### config.mk
export PLATFORM = sky130hd
export DESIGN_NAME = ser_frame_ctrl_flat
export DESIGN_NICKNAME = d
export VERILOG_FILES = /design/src/rtl/ser_frame_ctrl_if.sv /design/src/rtl/ser_frame_ctrl.sv /design/src/flat_wrapper.sv
export SDC_FILE = /design/constraint.sdc
export NUM_CORES = 1
export LEC_CHECK = 0
export CORE_MARGIN = 1
export CORE_UTILIZATION = 55
export CTS_BUF_LIST = sky130_fd_sc_hd__clkbuf_2 sky130_fd_sc_hd__clkbuf_4 sky130_fd_sc_hd__clkbuf_8
export DETAILED_ROUTE_END_ITERATION = 6
export PLACE_DENSITY = 0.82
export RECOVER_POWER = 50
export SKIP_LAST_GASP = 1
export SYNTH_ARGS = -nofsm -noshare
export SYNTH_HDL_FRONTEND = slang
export SYNTH_SLANG_ARGS = --single-unit
### constraint.sdc
create_clock -name clk -period 2.3 [get_ports clk]
set_input_delay 0.23 -clock clk [delete_from_list [all_inputs] [get_ports clk]]
set_output_delay 0.23 -clock clk [all_outputs]
set_load 0.05 [all_outputs]
### src/rtl/ser_frame_ctrl_if.sv
// Signal bundle between the frame controller and the serial receive path.
// master: the frame controller. slave: the line/detector side.
interface ser_frame_ctrl_if #(
    parameter int PORT_W = 2
);
    localparam int NP = 2 ** PORT_W;

    logic              ser_in;
    logic              detected;
    logic              det_clr;
    logic              data_out;
    logic [NP-1:0]     out_en;
    logic [PORT_W-1:0] port_sel;
    logic              busy;
    logic              done;
    logic              parity_err;
    logic [7:0]        frame_cnt;

    modport master (
        input  ser_in, detected,
        output det_clr, data_out, out_en, port_sel, busy, done, parity_err, frame_cnt
    );

    modport slave (
        output ser_in, detected,
        input  det_clr, data_out, out_en, port_sel, busy, done, parity_err, frame_cnt
    );
endinterface

### src/rtl/ser_frame_ctrl.sv
// ser_frame_ctrl: frame controller for the serial receive path.
// After the preamble detector fires, it shifts in an address and a length
// header (MSB first), routes L payload bits to one of 2**PORT_W channels,
// pulses det_clr for one cycle, and re-arms the hunt for the next frame.
// Optional trailing even-parity bit: define SER_PARITY_EN.
// LEN_W must be at least 2; PORT_W is 2..4.
module ser_frame_ctrl #(
    parameter int PORT_W = 2,
    parameter int LEN_W  = 4
) (
    input logic          clk,
    input logic          rst,
    ser_frame_ctrl_if.master bus
);
    localparam int NP = 2 ** PORT_W;
    localparam int CW = (PORT_W > LEN_W) ? PORT_W : LEN_W;

    localparam logic [2:0] HUNT   = 3'd0;
    localparam logic [2:0] ADDR   = 3'd1;
    localparam logic [2:0] LEN    = 3'd2;
    localparam logic [2:0] DATA   = 3'd3;
    localparam logic [2:0] DONE   = 3'd4;
`ifdef SER_PARITY_EN
    localparam logic [2:0] PARITY = 3'd5;
    localparam logic [2:0] POST   = PARITY;
`else
    localparam logic [2:0] POST   = DONE;
`endif

    logic [2:0]        state;
    logic [2:0]        stateNext;
    logic [CW-1:0]     bitCnt;
    logic [LEN_W-2:0]  lenReg;
    logic [LEN_W-1:0]  lenNext;
    logic [LEN_W-1:0]  dataCnt;
    logic [PORT_W-1:0] portSel;
    logic [PORT_W-1:0] portShift;
    logic [7:0]        frameCnt;
    logic              detClr;
    logic [NP-1:0]     outEn;

    // The length register keeps only the low bits; the final bit completes L
    assign lenNext   = {lenReg, bus.ser_in};
    assign portShift = {portSel[PORT_W-2:0], bus.ser_in};

    // Next-state decode; detected only matters while hunting
    always_comb begin
        stateNext = state;
        case (state)
            HUNT:   if (bus.detected) stateNext = ADDR;
            ADDR:   if (bitCnt == '0) stateNext = LEN;
            LEN:    if (bitCnt == '0) stateNext = (lenNext == '0) ? POST : DATA;
            DATA:   if (dataCnt == LEN_W'(1)) stateNext = POST;
`ifdef SER_PARITY_EN
            PARITY: stateNext = DONE;
`endif
            DONE:   stateNext = HUNT;
            default: stateNext = HUNT;
        endcase
    end

    // State, header shifting, payload counting, frame counter and det_clr flop
    always_ff @(posedge clk or negedge rst) begin
        if (!rst) begin
            state    <= HUNT;
            detClr   <= 1'b1;
            bitCnt   <= '0;
            lenReg   <= '0;
            dataCnt  <= '0;
            portSel  <= '0;
            frameCnt <= '0;
        end else begin
            state  <= stateNext;
            detClr <= (stateNext == DONE);
            case (state)
                HUNT: begin
                    if (bus.detected) begin
                        portSel <= portShift;
                        bitCnt  <= CW'(PORT_W - 2);
                    end
                end
                ADDR: begin
                    portSel <= portShift;
                    if (bitCnt == '0) bitCnt <= CW'(LEN_W - 1);
                    else              bitCnt <= bitCnt - 1'b1;
                end
                LEN: begin
                    lenReg <= lenNext[LEN_W-2:0];
                    if (bitCnt == '0) dataCnt <= lenNext;
                    else              bitCnt  <= bitCnt - 1'b1;
                end
                DATA: begin
                    dataCnt <= dataCnt - 1'b1;
                end
                DONE: begin
                    if (frameCnt != 8'hFF) frameCnt <= frameCnt + 8'd1;
                end
                default: ;
            endcase
        end
    end

    // One-hot strobe for the captured channel, only while payload is flowing
    always_comb begin
        outEn = '0;
        if (state == DATA) outEn[portSel] = 1'b1;
    end

`ifdef SER_PARITY_EN
    logic parAcc;
    logic parErr;

    // Running XOR over the payload, cleared as the length header completes;
    // the error flag is set only on the edge from PARITY into DONE
    always_ff @(posedge clk or negedge rst) begin
        if (!rst) begin
            parAcc <= 1'b0;
            parErr <= 1'b0;
        end else begin
            if (state == LEN && bitCnt == '0) parAcc <= 1'b0;
            else if (state == DATA)           parAcc <= parAcc ^ bus.ser_in;
            parErr <= (state == PARITY) && (bus.ser_in != parAcc);
        end
    end

    assign bus.parity_err = parErr;
`else
    assign bus.parity_err = 1'b0;
`endif

    assign bus.det_clr   = detClr;
    assign bus.data_out  = bus.ser_in;
    assign bus.out_en    = outEn;
    assign bus.port_sel  = portSel;
    assign bus.busy      = (state != HUNT);
    assign bus.done      = (state == DONE);
    assign bus.frame_cnt = frameCnt;
endmodule

### src/flat_wrapper.sv
// flat-port wrapper written by rule: the top's interface ports become plain ports
module ser_frame_ctrl_flat 
#(
    parameter int PORT_W = 2,
    parameter int LEN_W  = 4
)
  (clk, rst, bus_ser_in, bus_detected, bus_det_clr, bus_data_out, bus_out_en, bus_port_sel, bus_busy, bus_done, bus_parity_err, bus_frame_cnt);
  ser_frame_ctrl_if #(.PORT_W(PORT_W)) bus_i ();
  input logic clk;
  input logic rst;
  input wire logic [$bits(bus_i.ser_in)-1:0] bus_ser_in;
  input wire logic [$bits(bus_i.detected)-1:0] bus_detected;
  output wire logic [$bits(bus_i.det_clr)-1:0] bus_det_clr;
  output wire logic [$bits(bus_i.data_out)-1:0] bus_data_out;
  output wire logic [$bits(bus_i.out_en)-1:0] bus_out_en;
  output wire logic [$bits(bus_i.port_sel)-1:0] bus_port_sel;
  output wire logic [$bits(bus_i.busy)-1:0] bus_busy;
  output wire logic [$bits(bus_i.done)-1:0] bus_done;
  output wire logic [$bits(bus_i.parity_err)-1:0] bus_parity_err;
  output wire logic [$bits(bus_i.frame_cnt)-1:0] bus_frame_cnt;
  assign bus_i.ser_in = bus_ser_in;
  assign bus_i.detected = bus_detected;
  assign bus_det_clr = bus_i.det_clr;
  assign bus_data_out = bus_i.data_out;
  assign bus_out_en = bus_i.out_en;
  assign bus_port_sel = bus_i.port_sel;
  assign bus_busy = bus_i.busy;
  assign bus_done = bus_i.done;
  assign bus_parity_err = bus_i.parity_err;
  assign bus_frame_cnt = bus_i.frame_cnt;
  ser_frame_ctrl #(.PORT_W(PORT_W), .LEN_W(LEN_W)) u_core (.clk(clk), .rst(rst), .bus(bus_i));
endmodule
# After elaboration in Yosys (flattened, before gate mapping)
# Index checks and enable logic that the tools add are counted.
word_totals:
  ff_bits: 25
  inputBits: 4
  out_inout_bits: 19
op_classes:
  n_lt_le_gt_ge: 2
  n_mux: 17
  n_reduce_logical: 12
  addsub: 3
  eq_ne: 10
op_table:
  columns: ["op", "n"]
  rows:
  - ["two-way mux 4 bit", 5]
  - ["two-way mux 3 bit", 5]
  - ["case mux 3 bit (4 select lines)", 1]
  - ["case mux 4 bit (3 select lines)", 1]
  - ["adder 8 x 1 -> 8 bit (second input constant)", 1]
  - ["zero test 4 bit", 2]
  - ["!= test 8 bit (second input constant)", 1]
  - ["case mux 4 bit (2 select lines)", 1]
  - ["subtractor 4 x 1 -> 4 bit (second input constant)", 2]
  - ["equality test 3 x 2 -> 1 bit (second input constant)", 2]
  - ["equality test 3 bit (second input constant)", 2]
  - ["AND reduction 2 bit", 3]
  - ["nonzero test 3 bit", 2]
  - ["equality test 4 x 1 -> 1 bit (second input constant)", 1]
  - ["!= test 2 bit (second input constant)", 2]
  - ["case mux 2 bit (2 select lines)", 1]
  - ["nonzero test 2 bit", 2]
  - ["equality test 3 x 1 -> 1 bit (second input constant)", 1]
  - ["zero test 3 bit", 1]
  - ["less-than comparator 2 x 3 -> 1 bit (second input constant)", 1]
  - ["AND reduction 3 bit", 1]
  - ["demux 1 bit (select 2 bit)", 1]
  - [">= comparator 2 x 1 -> 1 bit (second input constant)", 1]
  - ["two-way mux 2 bit", 1]
  - ["3 further kinds", 3]

# Depth between registers and ports, before layout
# Gate-level depths: netlist of the first run.
depth:
  ltp_word: 5
  mapped_depth: 7
  depth_no_buf: 6

# Worst setup path after synthesis of the first run
# No wires, ideal clock.
synth_timing:
  path_kind: "reg2out"
  start: "register u_core.state[0]"
  end: "output bus_out_en[0]"
  arrival_ps: 2078
  stages_incl_launch_ff: 6
  required_time_ps: 2070
  setup_slack_ps: -8
  path_buffers: 2
  path_cell_list: "dfrtp_1 -> buf_2 -> inv_1 -> or2_2 -> clkbuf_1 -> nor3_1"
synth_between:
  elab_chain_cells: 2
synth_lines:
  columns: ["element", "line", "source"]
  rows:
  - ["start, declared", "ser_frame_ctrl.sv:30", "logic [2:0] state;"]
  - ["start signal, assigned", "ser_frame_ctrl.sv:73", "state <= stateNext;"]
  - ["equality test 3 x 2 -> 1 bit", "ser_frame_ctrl.sv:106", "if (state == DATA) outEn[portSel] = 1'b1;"]
  - ["two-way mux 4 bit", "ser_frame_ctrl.sv:106", null]
  - ["end, declared", "flat_wrapper.sv:15", "output wire logic [$bits(bus_i.out_en)-1:0] bus_out_en;"]
# No other way between the ends.

# Worst setup path after layout of the first run
# Ends and elaborated chain as after synthesis.

==> results of run 1 <==
-- final timing paths --
kind | end | slack [ps] | depth (start not counted)
worst max-delay path | bus_out_en[0] | 180 | 5
worst min-delay path | u_core.dataCnt[3]$_DFFE_PN0P_ | 510 | 1
worst max register to register | u_core.dataCnt[2]$_DFFE_PN0P_ | 330 | 6
worst min register to register | u_core.dataCnt[3]$_DFFE_PN0P_ | 510 | 1
max in group asynchronous | u_core.state[1]$_DFF_PN0_ | 750 | 2
min in group asynchronous | u_core.bitCnt[3]$_DFFE_PN0P_ | 690 | 2
-- final cells by class --
class | count | area, um2 | area share
clock buffer | 3 | 22.5 | 0.0131
timing repair buffer | 24 | 263 | 0.152
clock inverter | 1 | 7.51 | 0.00435
inverter | 8 | 30.0 | 0.0174
tap | 30 | 37.5 | 0.0218
multi-input combinational | 110 | 736 | 0.427
sequential | 25 | 628 | 0.364
-- power by group through the flow --
stage          Sequential (W)  Combinational [W]  Clock [W]
2_1_floorplan        0.000818           0.000884          0
3_3_place_gp         0.000767            0.00124          0
5_1_grt              0.000806            0.00141   0.000228
4_1_cts              0.000772            0.00129   0.000212
3_5_place_dp         0.000779            0.00129          0
6_report             0.000777            0.00128   0.000207
-- through the flow --
| stage | std cells | total power (W) |
|---|---|---|
| floorplan | 152 | 0.00170 |
| global placement | 197 | 0.00201 |
| detailed placement | 197 | 0.00207 |
| CTS | 201 | 0.00228 |
| global route | 201 | 0.00245 |
| finish | 201 | 0.00226 |
-- logic make-up (layout without fill, tap and decap cells) --
family	count (synthesis)	count (layout)	share of synthesized area
AND/OR/NAND/NOR	62	62	0.232
XOR/XNOR	4	4	0.0243
AO/OA/AOI/OAI	32	32	0.161
buffers and inverters	17	36	0.0564
multiplexers	6	6	0.0460
adder cells (fa/ha/maj)	5	5	0.0434
flip-flops	25	25	0.435
other	1	1	0.00260
-- metal layers --
layer | wire [um] | part of all wire | track usage
met5 | 0 | 0 | 0
met1 | 1180 | 0.40 | 0.298
met4 | 58 | 0.019 | 0.0965
met2 | 1560 | 0.52 | 0.443
met3 | 178 | 0.060 | 0.0489
-- registers in the layout (all words and copies together) (netlist names) --
register	cells
u_core.bus.port_sel	2
u_core.dataCnt	4
u_core.bus.frame_cnt	8
u_core.lenReg	3
u_core.state	3
u_core.bitCnt	4
u_core.bus.det_clr	1
-- cells in the mapped netlist, types with 2 or more instances --
library cell | instances | share of area
nand2_1 | 21 | 0.055
nand2b_1 | 3 | 0.013
or2_2 | 2 | 0.0087
buf_2 | 2 | 0.0069
o211ai_1 | 3 | 0.016
buf_4 | 4 | 0.021
dfrtp_1 | 24 | 0.42
a21oi_1 | 7 | 0.024
o22ai_1 | 2 | 0.0087
inv_1 | 8 | 0.021
nor4_1 | 2 | 0.0087
xnor2_1 | 4 | 0.024
mux2_2 | 5 | 0.039
a211oi_1 | 2 | 0.010
a21boi_0 | 2 | 0.010
nor2_1 | 11 | 0.029
nor3_1 | 6 | 0.021
nor3b_1 | 2 | 0.010
clkbuf_1 | 2 | 0.0052
or3_1 | 2 | 0.0087
and3_1 | 3 | 0.013
a311oi_1 | 2 | 0.012
nand4_1 | 2 | 0.0087
o21ai_0 | 6 | 0.021
ha_1 | 5 | 0.043
-- what timing repair did --
item,in CTS,in global routing
gates cloned,0,0
setup endpoints to repair,2,1
gates resized for setup,2,1
hold buffers,0,0
==> results by group, run 1 <==
Outcome
  – Status: finished clean

Die
  – Die width: 53.2 um
  – Die Y: 53.2 um
  – Num rows: 18
  – Die Area: 2830 um2
  – Initial core utilization: 0.582
  – Top-Level Pins: 23
  – Core area: 2480 um2

Routing
  – DRT Wirelength: 2980 um
  – Initial drt markers: 74
  – DR DRC count: 0
  – Routed vias: 1219
  – Via density: 6.06
  – TritonRoute pass-1 iters: 5
  – ANT nets after route: 0
  – Post-DR wirelength/cell: 14.8 um

Synthesis
  – Synth Area per Inst: 9.48 um2
  – Cells after Synth: 152
  – Synth Register Bits: 25
  – Sequential share of the synthesized area: 0.435
  – EDFF count, synth: 0
  – Yosys warns: 0
  – FFs w/ async S/R, synth: 1.00
  – Commonest register cell after synthesis: dfrtp_1
  – Syn Nets: 161
  – Cell Area, Synth: 1440 um2
  – Cell variety after synth: 45

Timing
  – Period utilization: 0.921
  – Hold slack: 515 ps
  – Slew @ Worst Pin: 1320 ps
  – Final hold viol count: 0
  – Worst clock skew: 1.53 ps
  – RSZ-0062 raised after global routing: false
  – Setup ws final: 183 ps
  – Post-layout min period: 2120 ps
  – Relative slew slack: 0.119
  – Setup TNS: 0 ps
  – Fin. max-slew vios: 0
  – Final setup vio count: 0
  – Fmax: 472 MHz

Worst setup path
  – CP required: 2070 ps
  – Critical Path Max Stage Delay: 440 ps
  – Crit-path cells: buf_4 -> inv_1 -> or2_2 -> nor3_2 -> buf_12
  – CP Buf/Inv Count: 3
  – Worst-path fanout max: 17
  – Crit-path leading delay family: simple AND/OR/NAND/NOR gates
  – WS Path Type: reg2out
  – Slowest cell on crit path: dfrtp_1
  – R2R Path Start: u_core.bitCnt[0]$_DFFE_PN0P_
  – Crit start category: register
  – Crit. Startpoint: u_core.state[0]$_DFF_PN0_
  – CP endpoint kind: primary output
  – Arrival @ worst endpoint: 1890 ps

GRT
  – Antenna violations before repair: 0
  – Total congestion overflow: 0
  – GRT Util Overall: 0.252
  – Largest net degree at the start of global routing: 26
  – First-pass GRT wire length: 5060 um
  – Vias in the first global route: 1146

Power
  – Power share of the combinational group: 0.565
  – Switching fraction of total power: 0.484
  – IR drop worst, VDD: 1.08 mV
  – Cell Pwr Density: 1310 nW/um2
  – Static Leak: 0.733 nW
  – Sequential power share: 0.344
  – Clock power frac: 0.092
  – Net switching power: 0.00110 W
  – Int Power: 0.00117 W

CTS
  – CTS buffer count: 3
  – H-tree levels: 1
  – Clk buf depth: 2
  – Post-CTS setup buffers: 0
  – Clock tree from TritonCTS: built
  – Reg clk slew, reported paths: 140 ps
  – Root Driver: clkbuf_4
  – Clk Latency, worst-skew pair: 330 ps
  – Clock sinks: 25

Final layout
  – Most common cell after layout, fill and taps aside: dfrtp_1
  – Antenna diodes: 0
  – Final Util: 0.696
  – Fillers: 196
  – Share of cells above drive strength 1: 0.135
  – Final nets: 181
  – Most frequent cells in the layout: dfrtp_1 (23), nand2_1 (21), clkdlybuf4s50_1 (14)
  – Final instance area: 1720 um2
  – Area growth syn-to-layout: 19.6%

Placement
  – Port Buffers: 21
  – Placed instance area: 1710 um2
  – Dpl ws: 359 ps
  – Final HPWL DP: 2180 um
  – Placer Congestion: 0.811

Job
  – Max_cap viols: 0

Min path
  – HP Start: u_core.dataCnt[3]$_DFFE_PN0P_
  – Hold Crit Class: reg2reg
Power figures use the tool's default switching activity.
==> inputs of run 2 (changes only) <==
Settings changed: SKIP_CTS_REPAIR_TIMING from default to 1.
==> run 2 against run 1 <==
  * Count of clock-buffer cells in the layout stayed put
  * Hold slack about the same
  * Sequential power is essentially flat
  * Worst setup slack about the same
  * Clock skew barely moved
  * Sequential cell count did not move
  * Clock power about the same
  * Combinational power barely moved
  * First-iteration DRC count did not move
  * Largest cell class unchanged
  * Highest routed layer unchanged
==> results by group, run 2 (synthesis gave the netlist of run 1 again) <==
Placement
  – Port Buffers: 21 (unchanged)
  – Final HPWL DP: 2180 um (unchanged)
  – Placer Congestion: 0.811 (unchanged)
  – Placed Instances: 197 (unchanged)

Min path
  – Worst hold stages: 1 (unchanged)
  – HP Start: u_core.dataCnt[3]$_DFFE_PN0P_
  – Hold Crit Class: reg2reg
  – Hold EP: u_core.dataCnt[3]$_DFFE_PN0P_

GRT
  – Total congestion overflow: 0 (unchanged)
  – First-pass GRT wire length: 5070 um (+0.28%)
  – Largest net degree at the start of global routing: 26 (unchanged)
  – Vias in the first global route: 1152 (+0.52%)
  – GRT Util Overall: 0.252 (+0.000608)
  – Antenna violations before repair: 0 (unchanged)

Worst setup path
  – R2R Path Start: u_core.bitCnt[0]$_DFFE_PN0P_
  – Crit-path cells: buf_4 -> inv_1 -> or2_2 -> nor3_2 -> buf_12
  – CP endpoint kind: primary output
  – WS Path Type: reg2out
  – Critical Path Max Stage Delay: 440 ps (about the same)
  – Arrival @ worst endpoint: 1890 ps (about the same)
  – CP Buf/Inv Count: 3 (unchanged)
  – CP required: 2070 ps (about the same)
  – Slowest cell on crit path: dfrtp_1
  – Worst R2R End: u_core.dataCnt[2]$_DFFE_PN0P_
  – Crit start category: register
  – R2r setup slk: 330 ps (about the same)
  – FF-to-FF path depth: 6 (unchanged)
  – Crit-path leading delay family: simple AND/OR/NAND/NOR gates
  – Worst-path fanout max: 17 (unchanged)

CTS
  – H-tree levels: 1 (unchanged)
  – Clock tree from TritonCTS: built
  – Root Driver: clkbuf_4
  – Clk Latency, worst-skew pair: 330 ps (about the same)
  – Clk buf depth: 2 (unchanged)
  – Clock sinks: 25 (unchanged)
  – CTS buffer count: 3 (unchanged)
  – Reg clk slew, reported paths: 140 ps (about the same)

Timing
  – Fin. max-slew vios: 0 (unchanged)
  – Final setup vio count: 0 (unchanged)
  – Setup TNS: 0 ps (unchanged)
  – Post-layout min period: 2120 ps (-0.0220 ps)
  – Period utilization: 0.921 (about the same)
  – Fmax: 472 MHz (about the same)
  – Hold slack: 515 ps (-0.00300 ps)
  – RSZ-0062 raised after global routing: false
  – Relative slew slack: 0.117 (-0.00248)
  – Worst clock skew: 1.52 ps (-0.0000300 ps)
  – Final hold viol count: 0 (unchanged)
  – Slew @ Worst Pin: 1320 ps (+3.71 ps)

Final layout
  – Area growth syn-to-layout: 20.1%
  – Most common cell after layout, fill and taps aside: dfrtp_1
  – Final nets: 181 (unchanged)
  – Max reg flops: 8 (unchanged)
  – Share of cells above drive strength 1: 0.135 (unchanged)
  – Most frequent cells in the layout: dfrtp_1 (23), nand2_1 (21), clkdlybuf4s50_1 (14)
  – Non-filler cells, final: 201 (unchanged)
  – Antenna diodes: 0 (unchanged)

Routing
  – Initial drt markers: 74 (unchanged)
  – DR DRC count: 0 (unchanged)
  – Via density: 6.08 (+0.33%)
  – TritonRoute pass-1 iters: 5 (unchanged)
  – Routed vias: 1223 (+0.33%)
  – Post-DR wirelength/cell: 14.8 um (about the same)
  – DRT Wirelength: 2980 um (about the same)
  – ANT nets after route: 0 (unchanged)

Die
  – Die width: 53.2 um (unchanged)
  – Die Area: 2830 um2 (unchanged)
  – Initial core utilization: 0.582 (unchanged)
  – Core area: 2480 um2 (unchanged)
  – Die Y: 53.2 um (unchanged)
  – Num rows: 18 (unchanged)
  – Top-Level Pins: 23 (unchanged)

Power
  – Static Leak: 0.751 nW (+2.5%)
  – Final Total Pwr: 0.00227 W (+0.27%)
  – Cell Pwr Density: 1310 nW/um2 (-0.16%)
  – IR drop worst, VDD: 1.08 mV (about the same)

Outcome
  – Status: finished clean

Job
  – Max_cap viols: 0 (unchanged)
## run 2: changes by cell type in the layout (fill, tap and decap cells not counted), sizes merged
cell,previous run,this run
dlygate4sd2,2,0
dlymetal6s2s,0,2
## run 2: worst max path at each step
| stage | cells past startpoint | end | slack, ps | start |
|---|---|---|---|---|
| floorplan | 4 | u_core.bus.frame_cnt[1]$_DFFE_PN0P_ | 380 | u_core.bus.frame_cnt[3]$_DFFE_PN0P_ |
| global placement | 2 | bus_done | 400 | u_core.state[2]$_DFF_PN0_ |
| detailed placement | 3 | bus_busy | 360 | u_core.state[1]$_DFF_PN0_ |
| CTS | 3 | bus_busy | -20 | u_core.state[1]$_DFF_PN0_ |
| global route | 5 | bus_out_en[0] | 100 | u_core.state[0]$_DFF_PN0_ |
| finish | 5 | bus_out_en[0] | 180 | u_core.state[0]$_DFF_PN0_ |
## run 2: area by class of cell
class,instances,area [um2]
clock buffers,3,22.5
clock inverters,1,7.51
fillers,193,746
inverters,8,30.0
multi-input cells,110,736
flip-flops and latches,25,628
well taps,30,37.5
repair buffers,24,270
## run 2: metal layers
layer	routed length (um)	up-vias	part of all wire	track usage
met4	58	0	0.019	0.0965
li1	-	573	-	-
met2	1570	61	0.53	0.443
met1	1170	582	0.39	0.300
met5	0	-	0	0
met3	190	7	0.064	0.0489
## run 2: stage by stage
step / cell area, um2 / util / setup slack (ps)
after floorplan: 1450 / - / 381
after global placement: 1710 / 0.688 / 402
after detailed placement: 1710 / 0.688 / 359
after CTS: 1740 / 0.701 / -20.2
after global routing: 1730 / 0.699 / 101
final: 1730 / 0.699 / 183
## run 2: worst reg2reg max path, delay by kind of cell (launching register included)
| family | cells | cell delay, ps |
|---|---|---|
| compound gates | 3 | 660 |
| fa+ha+maj | 1 | 170 |
| buf+inv | 1 | 120 |
| flops | 1 | 440 |
| simple gates | 1 | 490 |
## run 2: report_power, final
part	switching, W	leakage (nW)	internal, W	total [W]
Sequential	0.000186	0.316	0.000591	0.000777
Combinational	0.000769	0.422	0.000515	0.00128
Clock	0.000141	0.0139	0.0000667	0.000207
